==> config.mk <==
export PLATFORM = sky130hd
export DESIGN_NAME = multi_phase_signal_ctrl
export DESIGN_NICKNAME = d
export VERILOG_FILES = /design/src/rtl/signal_ctrl_pkg.sv /design/src/rtl/rr_phase_arbiter.sv /design/src/rtl/multi_phase_signal_ctrl.sv
export SDC_FILE = /design/constraint.sdc
export NUM_CORES = 1
export LEC_CHECK = 0
export BUFFER_PORTS_ARGS = -buffer_cell sky130_fd_sc_hd__buf_2
export CAP_MARGIN = 10
export CELL_PAD_IN_SITES_DETAIL_PLACEMENT = 0
export CELL_PAD_IN_SITES_GLOBAL_PLACEMENT = 1
export CORE_UTILIZATION = 28
export CTS_BUF_LIST = sky130_fd_sc_hd__clkbuf_2
export DETAILED_ROUTE_END_ITERATION = 16
export GPL_TIMING_DRIVEN = 0
export PLACE_DENSITY_LB_ADDON = 0.1
export SYNTH_ARGS = -nofsm -noshare
export SYNTH_HDL_FRONTEND = slang
export SYNTH_SLANG_ARGS = --single-unit
export TNS_END_PERCENT = 50
==> constraint.sdc <==
create_clock -name clk -period 5.3 [get_ports clk]
set_input_delay 0.53 -clock clk [delete_from_list [all_inputs] [get_ports clk]]
set_output_delay 0.53 -clock clk [all_outputs]
set_load 0.02 [all_outputs]
==> src/rtl/signal_ctrl_pkg.sv <==
// Shared types for the multi-phase signal controller: FSM states and per-phase light codes.
package signal_ctrl_pkg;
    typedef enum logic [1:0] {
        ST_GREEN  = 2'd0,
        ST_YELLOW = 2'd1,
        ST_ALLRED = 2'd2
    } state_t;

    localparam logic [1:0] LT_GREEN  = 2'd0;
    localparam logic [1:0] LT_YELLOW = 2'd1;
    localparam logic [1:0] LT_RED    = 2'd2;
endpackage

==> src/rtl/rr_phase_arbiter.sv <==
// Round-robin search: first set bit of pending at or after start, wrapping at N_PHASES.
module rr_phase_arbiter #(
    parameter int N_PHASES = 4,
    parameter int AW       = $clog2(N_PHASES)
) (
    input  logic [N_PHASES-1:0] pending,
    input  logic [AW-1:0]       start,
    output logic [AW-1:0]       index,
    output logic                found
);
    logic [2*N_PHASES-1:0] dbl;
    logic [2*N_PHASES-1:0] rot;
    logic [AW:0]           sum;

    assign dbl = {pending, pending};
    assign rot = dbl >> start;

    // Descending scan so the lowest offset from start wins.
    always_comb begin
        index = '0;
        found = 1'b0;
        sum   = '0;
        for (int k = N_PHASES - 1; k >= 0; k--) begin
            if (rot[k]) begin
                sum = (AW+1)'(start) + (AW+1)'(k);
                if (sum >= (AW+1)'(N_PHASES))
                    sum = sum - (AW+1)'(N_PHASES);
                index = sum[AW-1:0];
                found = 1'b1;
            end
        end
    end
endmodule

==> src/rtl/multi_phase_signal_ctrl.sv <==
// Multi-phase signal controller: GREEN/YELLOW/ALLRED sequencing with round-robin phase service.
// Optional preemption input set is enabled by defining PREEMPT_EN.
module multi_phase_signal_ctrl
    import signal_ctrl_pkg::*;
#(
    parameter int N_PHASES  = 4,
    parameter int CNT_W     = 8,
    parameter int GREEN_MIN = 4,
    parameter int GREEN_MAX = 10,
    parameter int YELLOW_T  = 2,
    parameter int ALLRED_T  = 1
) (
    input  logic                        clk,
    input  logic                        reset,
    input  logic [N_PHASES-1:0]         req,
`ifdef PREEMPT_EN
    input  logic                        preempt,
    input  logic [$clog2(N_PHASES)-1:0] preempt_phase,
    output logic                        preempt_active,
`endif
    output logic [2*N_PHASES-1:0]       light,
    output logic [$clog2(N_PHASES)-1:0] active_phase,
    output logic                        phase_change
);
    localparam int AW = $clog2(N_PHASES);
    localparam logic [CNT_W-1:0] T_GMIN = CNT_W'(GREEN_MIN - 1);
    localparam logic [CNT_W-1:0] T_GMAX = CNT_W'(GREEN_MAX - 1);
    localparam logic [CNT_W-1:0] T_Y    = CNT_W'(YELLOW_T - 1);
    localparam logic [CNT_W-1:0] T_AR   = CNT_W'(ALLRED_T - 1);

    state_t              state, state_next;
    logic [CNT_W-1:0]    timer;
    logic [AW-1:0]       next_phase, sel_phase, arb_start, arb_idx;
    logic [N_PHASES-1:0] pending, others;
    logic                arb_found, go_yellow;

    // The active phase is masked out so "found" means some other phase is waiting.
    assign others    = pending & ~(N_PHASES'(1) << active_phase);
    assign arb_start = (active_phase == AW'(N_PHASES - 1)) ? '0 : active_phase + 1'b1;

    rr_phase_arbiter #(.N_PHASES(N_PHASES), .AW(AW)) u_arb (
        .pending (others),
        .start   (arb_start),
        .index   (arb_idx),
        .found   (arb_found)
    );

    always_ff @(posedge clk) begin
        if (reset) state <= ST_GREEN;
        else       state <= state_next;
    end

    always_comb begin
        state_next = state;
        go_yellow  = 1'b0;
        sel_phase  = arb_idx;
        case (state)
            ST_GREEN: begin
                go_yellow = arb_found && (timer >= T_GMIN) &&
                            (!req[active_phase] || (timer >= T_GMAX));
`ifdef PREEMPT_EN
                if (preempt) begin
                    go_yellow = (preempt_phase != active_phase);
                    sel_phase = preempt_phase;
                end
`endif
                if (go_yellow) state_next = ST_YELLOW;
            end
            ST_YELLOW: if (timer >= T_Y)  state_next = ST_ALLRED;
            ST_ALLRED: if (timer >= T_AR) state_next = ST_GREEN;
            default:   state_next = ST_GREEN;
        endcase
    end

    always_comb begin
        light = '0;
        for (int i = 0; i < N_PHASES; i++) begin
            if (state != ST_ALLRED && active_phase == AW'(i))
                light[2*i +: 2] = (state == ST_YELLOW) ? LT_YELLOW : LT_GREEN;
            else
                light[2*i +: 2] = LT_RED;
        end
    end

    // Timer restarts on every state change and saturates while resting in green.
    always_ff @(posedge clk) begin
        if (reset) begin
            timer        <= '0;
            active_phase <= '0;
            next_phase   <= '0;
            pending      <= '0;
            phase_change <= 1'b0;
        end else begin
            phase_change <= 1'b0;
            pending      <= pending | req;
            if (state_next != state)  timer <= '0;
            else if (timer != '1)     timer <= timer + 1'b1;
            if (state == ST_GREEN && go_yellow)
                next_phase <= sel_phase;
            if (state == ST_ALLRED && state_next == ST_GREEN) begin
                active_phase <= next_phase;
                phase_change <= 1'b1;
                pending      <= (pending | req) & ~(N_PHASES'(1) << next_phase);
            end
        end
    end

`ifdef PREEMPT_EN
    always_ff @(posedge clk) begin
        if (reset) preempt_active <= 1'b0;
        else       preempt_active <= preempt;
    end
`endif
endmodule

==> qor.csv <==
stage,metric,value,unit
floorplan,row count,22,
worst_setup_path,CP required,5.53,ns
sta,maximum frequency from static timing analysis,0.363,GHz
worst_hold_path,Min-Delay Path Depth,2,
power_and_ir_drop,Pwr Density,209,mW/mm^2
worst_setup_path,critical path's slowest cell,sky130_fd_sc_hd__dfxtp_1,
power_and_ir_drop,maximum resistive drop on vdd,0.0000892,V
worst_hold_path,Hold Path End,state[1]$_SDFF_PP0_,
clock_network,number of levels in the clock H-tree,1,
yosys,cell taking the most area after synthesis,sky130_fd_sc_hd__dfxtp_1,
worst_setup_path,CP startpoint kind,flop,
worst_setup_path,RR Startpoint,active_phase[0]$_SDFFE_PP0P_,
sta,setup repair after global routing missed its margin,no,
yosys,library cell with the highest instance count after synthesis,sky130_fd_sc_hd__nor2_1,
layout,antenna fix cells,0,
clock_network,number of buffers added by the clock tree synthesis step,3,
layout,register area,380,um^2
sta,total of endpoints with negative setup slack in the final report,0,
grt,aggregate global routing overflow,0,
sta,setup TNS after final layout,0,ns
power_and_ir_drop,combinational cell fraction of total power,0.160,
yosys,number of enable-type register cells in the synthesized netlist,0,
yosys,"Seq/Total Area, Yosys",0.347,
grt,total routing usage reported by global routing,0.126,
sta,Fin Clk Skew,0.00222,ns
power_and_ir_drop,Internal,0.190,mW
routing,Detailed Routing Iterations Pass 1,4,
yosys,Syn Inst Count,130,
power_and_ir_drop,Switching Power,0.0729,mW
power_and_ir_drop,leakage power of the design,0.546,nW
layout,area taken by multi-input logic gates,674,um^2
worst_setup_path,cell family contributing the most delay on the critical path,compound AO/OA/AOI/OAI gates,
layout,area added between synthesis and finish,14.6,%
placement,detailed placement HPWL,1.90,mm
power_and_ir_drop,portion of total power attributed to sequential cells,0.601,
grt,global-route wire length before repair,3.98,mm
worst_setup_path,list of cells traversed by the critical path,ha_1 > and2b_1 > a2111oi_0 > a211oi_1 > or4_1 > clkbuf_1 > a311oi_1,
floorplan,Ports,17,
worst_setup_path,Crit path buffers/inverters,1,
layout,nets,164,
floorplan,area of the core,0.00372,mm^2
yosys,Mapped Area,0.00109,mm^2
floorplan,Starting Density,0.295,
sta,number of hold violations in the final report,0,
clock_network,root buffer cell,sky130_fd_sc_hd__clkbuf_2,
worst_setup_path,critical path type,reg -> reg,
placement,placed instance area,0.00123,mm^2
power_and_ir_drop,switch share,0.278,
outcome,result of the run,"finished, final reports clean",
worst_hold_path,critical hold path startpoint,reset,
floorplan,area of the die,0.00416,mm^2
yosys,syn_nets,143,
layout,Finished Core Util,0.338,
clock_network,"Reg clk slew, reported paths",0.17,ns
clock_network,clock sink total,19,
placement,Final GP Congestion,0.725,
routing,number of design-rule violations left by the first detailed-router iteration,45,
routing,vias after detailed routing,950,
clock_network,number of setup buffers added after CTS,0,
worst_setup_path,worst r2r dst,timer[6]$_SDFFE_PP0P_,
routing,number of design rule violations left after detail routing,0,
yosys,total of flip-flops plus latches after synthesis,19,
yosys,area share of the largest cell type after synthesis,0.347,
worst_hold_path,classification of the worst-slack hold path,in -> reg,
sta,"Min Clock Period, post-route",2.75,ns
clock_network,CTS tree,built,
yosys,count of cell types in the netlist,38,
worst_setup_path,Worst setup EP type,flop,
grt,antenna violations before repair,0,
worst_setup_path,CP max stage delay,0.59,ns
routing,mean number of vias per cell,4.80,
power_and_ir_drop,overall power after layout,0.263,mW
placement,Buffers on Ports,16,
grt,number of global-route vias before repair,858,
grt,maximum number of pins on one net before global-route repair,11,
routing,remaining antenna violation count after routing,0,
clock_network,count of hold buffers inserted by post-cts repair,0,
worst_setup_path,maximum fanout encountered on the critical timing path,10,
layout,final instance area,0.00125,mm^2
yosys,top_reg_cell synth,sky130_fd_sc_hd__dfxtp_1,
sta,Rel. slew slack,0.573,
clock_network,number of cells upsized or downsized after cts,0,
yosys,commonest cells in the synthesized netlist,"20 x sky130_fd_sc_hd__nor2_1, 19 x sky130_fd_sc_hd__dfxtp_1, 9 x sky130_fd_sc_hd__nand2_1, 7 x sky130_fd_sc_hd__ha_1",
layout,fraction of layout cells with a size suffix above 1,0.187,
worst_setup_path,minimum setup slack among reg-to-reg paths,2.55,ns
floorplan,floorplan die height,64.5,um
layout,number of fillers in the final layout,402,
sta,Final Max Slew Viols,0,
floorplan,Die Span X,64.5,um
sta,worst hold slack across all endpoints,0.387,ns
clock_network,clock buffer depth,2,
yosys,average instance area after synthesis,8.42,um^2
sta,measured slew at the worst slew-check pin,0.625,ns
worst_setup_path,data arrival time at the worst-slack endpoint,2.98,ns
yosys,share of synthesized flip-flops with an asynchronous set or reset,0,
yosys,ranking of synthesized cells by area,"sky130_fd_sc_hd__dfxtp_1 35%, sky130_fd_sc_hd__ha_1 8.0%, sky130_fd_sc_hd__nor2_1 6.9%",
power_and_ir_drop,proportion of power drawn by the clock network,0.239,
flow_run,Max-cap violations,0,
yosys,YS warnings,0,
sta,final worst path period share,0.519,
routing,Post-Route WL,2.37,mm
routing,routed wire length per instance,11.9,um
clock_network,clock latency on the worst-skew pair,0.30,ns
worst_setup_path,cell depth of the worst flop-to-flop path,7,
## cell families (layout without fill, tap and decap cells)
family,after synthesis,in the layout,share of synthesized area
and+or+nand+nor,65,65,0.313
AOI/OAI and AO/OA,20,20,0.119
DFF,19,19,0.347
buffers and inverters,10,30,0.0366
adders and majority gates,7,7,0.0800
muxes,6,6,0.0800
xor gates and xnor gates,3,3,0.0240
## worst max-delay path by stage
stage          cells after the start                          to                          from
6_report                           7       timer[6]$_SDFFE_PP0P_  active_phase[0]$_SDFFE_PP0P_
3_5_place_dp                       7       timer[6]$_SDFFE_PP0P_  active_phase[0]$_SDFFE_PP0P_
2_1_floorplan                      5  next_phase[0]$_SDFFE_PP0P_  active_phase[0]$_SDFFE_PP0P_
5_1_grt                            7       timer[6]$_SDFFE_PP0P_  active_phase[0]$_SDFFE_PP0P_
4_1_cts                            7       timer[6]$_SDFFE_PP0P_  active_phase[0]$_SDFFE_PP0P_
3_3_place_gp                       7       timer[6]$_SDFFE_PP0P_  active_phase[0]$_SDFFE_PP0P_
## stage by stage
stage | setup slack (ns) | cells
after floorplan | 2.78 | 130
after global placement | 2.48 | 194
after detailed placement | 2.48 | 194
after CTS | 2.45 | 198
after global routing | 2.29 | 198
final | 2.55 | 198
## cells in the final DEF (no fill, tap or decap), types with 2 or more instances in the layout
master / instances
sky130_fd_sc_hd__a211oi_1: 3
sky130_fd_sc_hd__a21oi_1: 5
sky130_fd_sc_hd__and2_1: 4
sky130_fd_sc_hd__and2b_1: 2
sky130_fd_sc_hd__and3_1: 3
sky130_fd_sc_hd__buf_2: 17
sky130_fd_sc_hd__clkbuf_1: 3
sky130_fd_sc_hd__clkbuf_2: 5
sky130_fd_sc_hd__dfxtp_1: 19
sky130_fd_sc_hd__ha_1: 7
sky130_fd_sc_hd__inv_1: 5
sky130_fd_sc_hd__mux2i_1: 4
sky130_fd_sc_hd__nand2_1: 9
sky130_fd_sc_hd__nand2b_1: 5
sky130_fd_sc_hd__nand3_1: 4
sky130_fd_sc_hd__nor2_1: 20
sky130_fd_sc_hd__nor2b_1: 2
sky130_fd_sc_hd__nor3_1: 6
sky130_fd_sc_hd__o21ai_0: 6
sky130_fd_sc_hd__or4_1: 2
sky130_fd_sc_hd__xor2_1: 2
## worst register-to-register path: cells and delay by family (launching register included)
| kind | cells | cell delay (ns) |
|---|---|---|
| AND/OR/NAND/NOR | 2 | 0.69 |
| flip-flops | 1 | 0.59 |
| adder cells (fa/ha/maj) | 1 | 0.28 |
| buffers and inverters | 1 | 0.22 |
| AO/OA/AOI/OAI | 3 | 0.90 |
## state kept, by name, indices dropped and copies added, names as in the netlist
register and flops:
active_phase 2, phase_change 1, pending 4, state 2, next_phase 2, timer 8
## area by class of cell
| cell class | count | share of cell area |
|---|---|---|
| tap | 48 | 0.0479 |
| buffer | 5 | 0.0169 |
| timing repair buffer | 16 | 0.0638 |
| sequential | 19 | 0.303 |
| clock buffer | 4 | 0.0160 |
| inverter | 5 | 0.0150 |
| multi-input combinational | 101 | 0.537 |
## power groups by stage
stage	clock network, mW	registers (mW)	logic [mW]
floorplan	0	0.159	0.0318
global route	0.0753	0.160	0.0477
finish	0.0627	0.158	0.0419
global placement	0	0.161	0.0425
detailed placement	0	0.161	0.0430
CTS	0.0676	0.158	0.0430
## metal layers
metal  vias up  GRT usage  wire length [um]
met3         4     0.0458                68
met5         -          0                 0
met1       444      0.174              1290
li1        494          -                 -
met2         8      0.180               970
met4         0     0.0361                34
Note: power is estimated with default switching activity, not from simulation.
